$ cat src/rtl/imm_extend_pipe_if.sv
// rtl/imm_extend_pipe_if.sv - handshake bundle for the pipelined immediate extender
//
// Carries the input channel (raw field, width, signedness, shift, tag) and
// the output channel (extended value, tag), each with valid/ready.
//   master : producer/consumer side (drives in_*, out_ready)
//   slave  : extender side (drives in_ready, out_*)
interface imm_extend_pipe_if #(
  parameter int OUT_W    = 64,
  parameter int MAX_IN_W = 26,
  parameter int WIDTH_W  = 5,
  parameter int SHIFT_W  = 2,
  parameter int TAG_W    = 6
);
  logic                in_valid;
  logic                in_ready;
  logic [MAX_IN_W-1:0] in_value;
  logic [WIDTH_W-1:0]  in_width;
  logic                in_signed;
  logic [SHIFT_W-1:0]  in_shift;
  logic [TAG_W-1:0]    in_tag;
  logic                out_valid;
  logic                out_ready;
  logic [OUT_W-1:0]    out_value;
  logic [TAG_W-1:0]    out_tag;

  modport master (
    output in_valid, in_value, in_width, in_signed, in_shift, in_tag, out_ready,
    input  in_ready, out_valid, out_value, out_tag
  );

  modport slave (
    input  in_valid, in_value, in_width, in_signed, in_shift, in_tag, out_ready,
    output in_ready, out_valid, out_value, out_tag
  );
endinterface

$ cat src/rtl/imm_extend_pipe.sv
// rtl/imm_extend_pipe.sv - pipelined immediate extender with two-entry skid buffer
//
// Extends a raw immediate field of per-transaction width to OUT_W bits
// (sign or zero fill), shifts it left, and registers it together with a tag.
// A main register drives the output; a skid register absorbs one extra
// accepted input while the consumer stalls, so in_ready is purely registered.
//   clk   : rising-edge clock
//   reset : synchronous, active-high; clears both valid bits
//   flush : synchronous; clears both valid bits and drops any input this cycle
//   bus   : imm_extend_pipe_if.slave (in_* request channel, out_* result channel)
module imm_extend_pipe #(
  parameter int OUT_W    = 64,
  parameter int MAX_IN_W = 26,
  parameter int WIDTH_W  = 5,
  parameter int SHIFT_W  = 2,
  parameter int TAG_W    = 6
) (
  input  logic             clk,
  input  logic             reset,
  input  logic             flush,
  imm_extend_pipe_if.slave bus
);

  logic [WIDTH_W-1:0] w_eff;
  logic [OUT_W-1:0]   raw_ext;
  logic [OUT_W-1:0]   keep_mask;
  logic [OUT_W-1:0]   ext_value;
  logic [OUT_W-1:0]   res_value;
  logic               sign_fill;

  // keep_mask has ones on the meaningful field bits [w-1:0]; the sign bit is
  // picked with a one-hot select so no variable-width part-select is needed.
  always_comb begin
    w_eff     = (bus.in_width > WIDTH_W'(MAX_IN_W)) ? WIDTH_W'(MAX_IN_W) : bus.in_width;
    raw_ext   = OUT_W'(bus.in_value);
    keep_mask = ~({OUT_W{1'b1}} << w_eff);
    sign_fill = bus.in_signed && (w_eff != '0) &&
                ((raw_ext & (OUT_W'(1) << (w_eff - WIDTH_W'(1)))) != '0);
    ext_value = (raw_ext & keep_mask) | (sign_fill ? ~keep_mask : '0);
    res_value = ext_value << bus.in_shift;
  end

  logic             main_valid_q, main_valid_d;
  logic [OUT_W-1:0] main_value_q, main_value_d;
  logic [TAG_W-1:0] main_tag_q,   main_tag_d;
  logic             skid_valid_q, skid_valid_d;
  logic [OUT_W-1:0] skid_value_q, skid_value_d;
  logic [TAG_W-1:0] skid_tag_q,   skid_tag_d;
  logic             accept;

  always_comb begin
    main_valid_d = main_valid_q;
    main_value_d = main_value_q;
    main_tag_d   = main_tag_q;
    skid_valid_d = skid_valid_q;
    skid_value_d = skid_value_q;
    skid_tag_d   = skid_tag_q;
    accept       = bus.in_valid && !skid_valid_q;

    if (!main_valid_q || bus.out_ready) begin
      // Main is free this edge: older skid entry first to keep FIFO order.
      // accept is necessarily 0 when the skid holds an entry.
      if (skid_valid_q) begin
        main_valid_d = 1'b1;
        main_value_d = skid_value_q;
        main_tag_d   = skid_tag_q;
        skid_valid_d = 1'b0;
      end else if (accept) begin
        main_valid_d = 1'b1;
        main_value_d = res_value;
        main_tag_d   = bus.in_tag;
      end else begin
        main_valid_d = 1'b0;
      end
    end else if (accept) begin
      skid_valid_d = 1'b1;
      skid_value_d = res_value;
      skid_tag_d   = bus.in_tag;
    end

    if (flush) begin
      main_valid_d = 1'b0;
      skid_valid_d = 1'b0;
    end
  end

  always_ff @(posedge clk) begin
    if (reset) begin
      main_valid_q <= 1'b0;
      skid_valid_q <= 1'b0;
    end else begin
      main_valid_q <= main_valid_d;
      skid_valid_q <= skid_valid_d;
    end
  end

  // Payload registers are qualified by the valid bits and need no reset.
  always_ff @(posedge clk) begin
    main_value_q <= main_value_d;
    main_tag_q   <= main_tag_d;
    skid_value_q <= skid_value_d;
    skid_tag_q   <= skid_tag_d;
  end

  assign bus.in_ready  = !skid_valid_q;
  assign bus.out_valid = main_valid_q;
  assign bus.out_value = main_value_q;
  assign bus.out_tag   = main_tag_q;

endmodule
$ cat src/flat_wrapper.sv
// flat-port wrapper written by rule: the top's interface ports become plain ports
module imm_extend_pipe_flat 
#(
  parameter int OUT_W    = 64,
  parameter int MAX_IN_W = 26,
  parameter int WIDTH_W  = 5,
  parameter int SHIFT_W  = 2,
  parameter int TAG_W    = 6
)
  (clk, reset, flush, bus_in_valid, bus_in_value, bus_in_width, bus_in_signed, bus_in_shift, bus_in_tag, bus_out_ready, bus_in_ready, bus_out_valid, bus_out_value, bus_out_tag);
  imm_extend_pipe_if #(.OUT_W(OUT_W), .MAX_IN_W(MAX_IN_W), .WIDTH_W(WIDTH_W), .SHIFT_W(SHIFT_W), .TAG_W(TAG_W)) bus_i ();
  input  logic clk;
  input  logic reset;
  input  logic flush;
  input wire logic [$bits(bus_i.in_valid)-1:0] bus_in_valid;
  input wire logic [$bits(bus_i.in_value)-1:0] bus_in_value;
  input wire logic [$bits(bus_i.in_width)-1:0] bus_in_width;
  input wire logic [$bits(bus_i.in_signed)-1:0] bus_in_signed;
  input wire logic [$bits(bus_i.in_shift)-1:0] bus_in_shift;
  input wire logic [$bits(bus_i.in_tag)-1:0] bus_in_tag;
  input wire logic [$bits(bus_i.out_ready)-1:0] bus_out_ready;
  output wire logic [$bits(bus_i.in_ready)-1:0] bus_in_ready;
  output wire logic [$bits(bus_i.out_valid)-1:0] bus_out_valid;
  output wire logic [$bits(bus_i.out_value)-1:0] bus_out_value;
  output wire logic [$bits(bus_i.out_tag)-1:0] bus_out_tag;
  assign bus_i.in_valid = bus_in_valid;
  assign bus_i.in_value = bus_in_value;
  assign bus_i.in_width = bus_in_width;
  assign bus_i.in_signed = bus_in_signed;
  assign bus_i.in_shift = bus_in_shift;
  assign bus_i.in_tag = bus_in_tag;
  assign bus_i.out_ready = bus_out_ready;
  assign bus_in_ready = bus_i.in_ready;
  assign bus_out_valid = bus_i.out_valid;
  assign bus_out_value = bus_i.out_value;
  assign bus_out_tag = bus_i.out_tag;
  imm_extend_pipe #(.OUT_W(OUT_W), .MAX_IN_W(MAX_IN_W), .WIDTH_W(WIDTH_W), .SHIFT_W(SHIFT_W), .TAG_W(TAG_W)) u_core (.clk(clk), .reset(reset), .flush(flush), .bus(bus_i));
endmodule
$ cat config.mk
export PLATFORM = sky130hd
export DESIGN_NAME = imm_extend_pipe_flat
export DESIGN_NICKNAME = d
export VERILOG_FILES = /design/src/rtl/imm_extend_pipe_if.sv /design/src/rtl/imm_extend_pipe.sv /design/src/flat_wrapper.sv
export SDC_FILE = /design/constraint.sdc
export NUM_CORES = 1
export LEC_CHECK = 0
export ABC_AREA = 0
export BUFFER_PORTS_ARGS = -buffer_cell sky130_fd_sc_hd__clkbuf_2
export CAP_MARGIN = 20
export CORE_UTILIZATION = 59
export DETAILED_ROUTE_END_ITERATION = 7
export PLACE_DENSITY = 0.93
export SLEW_MARGIN = 40
export SYNTH_ARGS = -nofsm -noshare
export SYNTH_HDL_FRONTEND = slang
export SYNTH_SLANG_ARGS = --single-unit
$ cat constraint.sdc
create_clock -name clk -period 7 [get_ports clk]
set_input_delay 0.35 -clock clk [delete_from_list [all_inputs] [get_ports clk]]
set_output_delay 0.35 -clock clk [all_outputs]
set_load 0.01 [all_outputs]
After elaboration in Yosys (flattened, before gate mapping)
Cells that the tools add are included.
{"block": "word_totals", "output_inout_bits": 72, "inputBits": 45, "ff_bits": 142, "elab_cells": 38}
{"block": "classes", "reduce_logical": 13, "add_sub_neg": 1, "bitwise_logic": 6, "n_shift": 3, "muxes": 8, "order_cmp": 1}
{"op": "$mux 64", "count": 3}
{"op": "$and 26x64->64", "count": 2}
{"op": "$not 64->64", "count": 2}
{"op": "$or 64x64->64", "count": 1}
{"op": "$reduce_bool 64->1", "count": 1}
{"op": "$shl 1x5->64 const A", "count": 1}
{"op": "$shl 64x2->64", "count": 1}
{"op": "$shl 64x5->64 const A", "count": 1}
{"op": "$mux 6", "count": 2}
{"op": "$gt 5x5->1 const B", "count": 1}
{"op": "$mux 5", "count": 1}
{"op": "$reduce_bool 5->1", "count": 1}
{"op": "$sub 5x1->5 const B", "count": 1}
{"op": "$reduce_and 2->1", "count": 2}
{"op": "$logic_and 1x1->1", "count": 3}
{"op": "$reduce_or 3->1", "count": 1}
{"op": "$logic_not 1->1", "count": 2}
{"op": "$mux 1", "count": 2}
{"op": "$reduce_bool 2->1", "count": 1}
{"op": "$reduce_or 2->1", "count": 1}
{"op": "$logic_or 1x1->1", "count": 1}
{"op": "$not 1->1", "count": 1}

Longest topological paths before layout
{"block": "logic_depth", "word_depth": 12, "mapped_depth": 13, "depth_no_buf": 11}

Worst setup path after synthesis
OpenSTA, ideal clock, no wires.
{"block": "synth_timing", "path_kind": "register to register", "startpoint": "reg u_core.skid_valid_q", "endpoint": "reg u_core.skid_tag_q[0], enable pin", "n_path_buf": 2, "arrival_time_ns": 3.744, "path_stages_with_launch": 4, "setup_slack_ns": 2.757, "path_cell_list": "dfxtp_1 clkbuf_1 clkbuf_1 nor3b_1"}
{"block": "synth_via", "elab_chain_cells": 3}
{"item": "start: declaration", "line": "imm_extend_pipe.sv:46", "text": "logic skid_valid_q, skid_valid_d;"}
{"item": "start signal: assignment", "line": "imm_extend_pipe.sv:93", "text": "skid_valid_q <= skid_valid_d;"}
{"item": "$logic_not 1->1", "line": "imm_extend_pipe.sv:58", "text": "accept = bus.in_valid && !skid_valid_q;"}
{"item": "$logic_and 1x1->1", "line": "imm_extend_pipe.sv:58"}
{"item": "$reduce_and 2->1 (no source line)"}
{"item": "end signal: assignment", "line": "imm_extend_pipe.sv:102", "text": "skid_tag_q <= skid_tag_d;"}
{"item": "end: declaration", "line": "imm_extend_pipe.sv:48", "text": "logic [TAG_W-1:0] skid_tag_q, skid_tag_d;"}
No other way between the ends.
A chain may end at the register's enable or synchronous reset.

Final worst setup path
{"block": "layout_timing", "startpoint": "in bus_in_width[3]", "endpoint": "reg u_core.main_value_q[18] (netlist: u_core.bus.out_value[18]), data pin"}
{"block": "layout_via", "elab_chain_cells": 12}
{"item": "start: declaration", "line": "flat_wrapper.sv:17", "text": "input wire logic [$bits(bus_i.in_width)-1:0] bus_in_width;"}
{"item": "$gt 5x5->1", "line": "imm_extend_pipe.sv:34", "text": "w_eff = (bus.in_width > WIDTH_W'(MAX_IN_W)) ? WIDTH_W'(MAX_IN_W) : bus.in_width;"}
{"item": "$mux 5 *", "line": "imm_extend_pipe.sv:34"}
{"item": "$sub 5x1->5", "line": "imm_extend_pipe.sv:38", "text": "((raw_ext & (OUT_W'(1) << (w_eff - WIDTH_W'(1)))) != '0);"}
{"item": "$shl 1x5->64", "line": "imm_extend_pipe.sv:38"}
{"item": "$and 26x64->64", "line": "imm_extend_pipe.sv:38"}
{"item": "$reduce_bool 64->1", "line": "imm_extend_pipe.sv:38"}
{"item": "$logic_and 1x1->1", "line": "imm_extend_pipe.sv:37", "text": "sign_fill = bus.in_signed && (w_eff != '0) &&"}
{"item": "$mux 64", "line": "imm_extend_pipe.sv:39", "text": "ext_value = (raw_ext & keep_mask) | (sign_fill ? ~keep_mask : '0);"}
{"item": "$or 64x64->64 *", "line": "imm_extend_pipe.sv:39"}
{"item": "$shl 64x2->64 *", "line": "imm_extend_pipe.sv:40", "text": "res_value = ext_value << bus.in_shift;"}
{"item": "$mux 64 *", "line": "imm_extend_pipe.sv:68", "text": "end else if (accept) begin"}
{"item": "$mux 64 *", "line": "imm_extend_pipe.sv:63", "text": "if (skid_valid_q) begin"}
{"item": "end signal: assignment", "line": "imm_extend_pipe.sv:99", "text": "main_value_q <= main_value_d;"}
{"item": "end: declaration", "line": "imm_extend_pipe.sv:44", "text": "logic [OUT_W-1:0] main_value_q, main_value_d;"}
Mark *: on every way between the ends. The rest lies on a longest branch, timed or not. The select of a mux whose other input is x is not followed.

==> results_dict.tcl <==
set metrics [dict create \
    ctsResizeCount 0 \
    detailed_place.area_um2 5580 \
    area_growth_pct 10.7 \
    switching_component_of_the_power_uw 368 \
    synth-seq-area-share_pct 48.2 \
    share_comb_of_total_power_pct 24.8 \
    synth_edf_count 82 \
    ctsLongestPathBuffers 2 \
    cts_num_sinks 84 \
    final.fill_count 644 \
    boundary_pins 117 \
    tritoncts.num_buffers 9 \
    detail_route.wirelength_um 13600 \
    cp_cell_sequence "clkbuf_2 -> nand2_1 -> and2_1 -> ha_1 -> inv_1 -> a221oi_1 -> a32oi_1 -> o22a_2 -> o211ai_4 -> mux2i_1 -> o21ai_0 -> o221ai_1" \
    grt.total_usage_pct 31.0 \
    ctsHtreeMaxLevel 3 \
    worstSetupEndpoint "u_core.bus.out_value[18]" \
    timing.critical_path.arrival_ns 4.32 \
    postSynthNetCount 541 \
    grt_pass1_vias 4129 \
    synth-warning-count 0 \
    crit_required_ns 7.08 \
    final_area_um2 5750 \
    status "finished clean" \
    critical_path.n_buffers_inverters 2 \
    seq_power_share_pct 50.1 \
    critical-path-top-delay-family "compound AO/OA/AOI/OAI gates" \
    grt_first_pass_wirelength_um 21200 \
    floorplan.initialDensity_pct 62.0 \
    min_period_ns 4.24 \
    clkPwrFrac_pct 25.1 \
    tritoncts_clock_tree "done" \
    ys_seq_elements 84 \
    multi_input_area_um2 2280 \
    die_y_um 95.8 \
    post_synth_instance_area_um2 5190 \
    setup_violations 0 \
    power.density_cell_area_nw_per_um2 209 \
    drv_cap 0 \
    timing.critical_path.fanout_max 29 \
    worst_ir_drop_vdd_mv 0.0884 \
    worst_skew_pair_later_pin_latency_ns 0.36 \
    worst-slew-pin-transition_ns 0.741 \
    synth-main-ff-cell "sky130_fd_sc_hd__edfxtp_1" \
    viasPerCell 6.57 \
    die_width_um 95.8 \
    cts_hold_buffers 0 \
    slew_headroom_pct 50.6 \
    total_leakage_power_uw 0.00223 \
    worst_setup_path_startpoint "bus_in_width[3]" \
    terminus_of_the_critical_flop_to_flop_path "u_core.bus.out_value[24]" \
    postCtsSetupBuffers 0 \
    startpoint_class_of_the_critical_path "input port" \
    vias 4441 \
    netlist_top_cells_area "sky130_fd_sc_hd__edfxtp_1, sky130_fd_sc_hd__mux2_2, sky130_fd_sc_hd__buf_4" \
    hpwl_um 9850 \
    worst-r2r-setup-slack_ns 5.16 \
    drt-pass1-iter-count 6 \
    yosys_top_cell_area_share_pct 47.4 \
    pins_over_their_slew_limit 0 \
    drt-wirelength-per-cell_um 20.1 \
    critPathCaptureType "flip-flop" \
    sw_frac_of_total_pct 30.7 \
    layout-drive-gt1-share_pct 32.7 \
    intPower_uw 832 \
    drt_iter0_markers 561 \
    max_freq_mhz 236 \
    place.gp.congestion 0.915 \
    hold_viol 0 \
    stages_on_the_worst_setup_path 12 \
    clockRootBuffer "sky130_fd_sc_hd__clkbuf_8" \
    setup_tns_ns 0 \
    grt_max_degree 46 \
    yosysTopAreaCell "sky130_fd_sc_hd__edfxtp_1" \
    post_route_ant_nets 0 \
    number_of_diodes 0 \
    hold_path.class "in2reg" \
    ff_latch_area_um2 2500 \
    skew_ns 0.0128 \
    critPathKind "in2reg" \
    drc_errors 0 \
    most_common_cell_in_the_netlist "sky130_fd_sc_hd__edfxtp_1" \
    core_um2 8380 \
    final-instance-count-excl-fill 676 \
    gate_count_post_synth 494 \
    synth_area_per_cell_um2 10.5 \
    placementRows 33 \
    netlist_top_cells_count "sky130_fd_sc_hd__edfxtp_1, sky130_fd_sc_hd__nand2_1, sky130_fd_sc_hd__nor2_1, sky130_fd_sc_hd__mux2_2, sky130_fd_sc_hd__buf_4" \
    netlist-cell-type-count 70 \
    antenna_violations_before_repair 0 \
    timing.reg2reg.worst_path_depth 5 \
    worst_setup_hold_path_clk_slew_ns 0.08 \
    r2r-start "u_core.skid_valid_q" \
    i_o_buffers 116 \
    place.detailed.instances 659 \
    grt_setup_unrepaired "false" \
    max_stage_delay_ns 0.60 \
    async_flop_share_pct 0 \
    nNetsFinal 613 \
    globalRoute.totalOverflow 0 \
    die_area_um2 9180 \
    critical-path-slowest-cell "sky130_fd_sc_hd__ha_1" \
    power.total_uw 1200 \
    period_share_pct 60.6 \
]
==> layout by cell type (no fill, tap or decap), types with 4 or more instances in the layout <==
cell type / netlist / routed
sky130_fd_sc_hd__clkbuf_2: 0 / 116
sky130_fd_sc_hd__edfxtp_1: 82 / 82
sky130_fd_sc_hd__nand2_1: 49 / 49
sky130_fd_sc_hd__nor2_1: 42 / 42
sky130_fd_sc_hd__mux2_2: 32 / 32
sky130_fd_sc_hd__a21oi_1: 22 / 22
sky130_fd_sc_hd__o21ai_0: 21 / 21
sky130_fd_sc_hd__nand3_1: 16 / 16
sky130_fd_sc_hd__mux2i_1: 16 / 16
sky130_fd_sc_hd__a31oi_1: 14 / 14
sky130_fd_sc_hd__inv_1: 12 / 12
sky130_fd_sc_hd__o22ai_1: 11 / 11
sky130_fd_sc_hd__o211ai_1: 10 / 10
sky130_fd_sc_hd__o31ai_1: 10 / 10
sky130_fd_sc_hd__clkbuf_8: 0 / 9
sky130_fd_sc_hd__a32oi_1: 8 / 8
sky130_fd_sc_hd__a22o_1: 7 / 7
sky130_fd_sc_hd__a221oi_1: 5 / 5
sky130_fd_sc_hd__o221ai_1: 5 / 5
sky130_fd_sc_hd__nand4_1: 4 / 4
sky130_fd_sc_hd__o21a_1: 4 / 4
sky130_fd_sc_hd__buf_4: 30 / 4
==> metrics by stage <==
stage	hold slack [ns]	setup slack (ns)	util, %
floorplan	0.423	2.76	-
global placement	0.505	2.66	66.6
detailed placement	0.525	2.51	66.6
CTS	0.166	2.87	68.5
global route	0.165	2.42	68.6
finish	0.173	2.76	68.6
==> worst min-delay path by stage <==
stage                     depth (start not counted)                  endpoint  slack (ns)                     from
final                                             2      u_core.bus.out_valid        0.17                    reset
after floorplan                                   1      u_core.bus.out_valid        0.42                    reset
after CTS                                         2      u_core.bus.out_valid        0.17                    reset
after global routing                              2       u_core.skid_valid_q        0.16                    reset
after detailed placement                          2  u_core.bus.out_value[12]        0.52  u_core.skid_value_q[12]
after global placement                            2  u_core.bus.out_value[12]        0.51  u_core.skid_value_q[12]
==> layout make-up <==
class | instances | area share [%]
flip-flops and latches | 84 | 43.5
multi-input cells | 334 | 39.6
repair buffers | 121 | 10.8
clock buffers | 12 | 2.35
well taps | 105 | 2.28
inverters | 16 | 1.04
clock inverters | 4 | 0.435
==> power by group through the flow <==
| stage | Combinational (uW) | Clock (uW) | Sequential, uW |
|---|---|---|---|
| floorplan | 200 | 0 | 626 |
| global placement | 278 | 0 | 613 |
| detailed placement | 287 | 0 | 615 |
| CTS | 289 | 300 | 604 |
| global route | 323 | 324 | 605 |
| finish | 298 | 301 | 602 |
==> state kept, by name (all words and copies together) (netlist names) <==
register / cells
u_core.skid_valid_q: 1
u_core.bus.out_valid: 1
u_core.skid_value_q: 35
u_core.bus.out_value: 35
u_core.bus.out_tag: 6
u_core.skid_tag_q: 6
==> layer usage <==
layer	share of wire, %	routed length (um)	track usage (%)	vias up
li1	-	-	-	2003
met1	40	5500	41.3	2069
met2	47	6410	49.9	325
met3	9.7	1330	4.98	44
met4	2.6	352	13.9	0
met5	0	0	0	-
==> cells by family after synthesis <==
group	synth area share, %
adders and majority gates	0.482
buffers and inverters	8.09
muxes	10.6
AOI/OAI and AO/OA	19.8
and+or+nand+nor	12.5
DFF	48.2
xor gates and xnor gates	0.337
No activity file was read; power rests on OpenSTA's default activity.
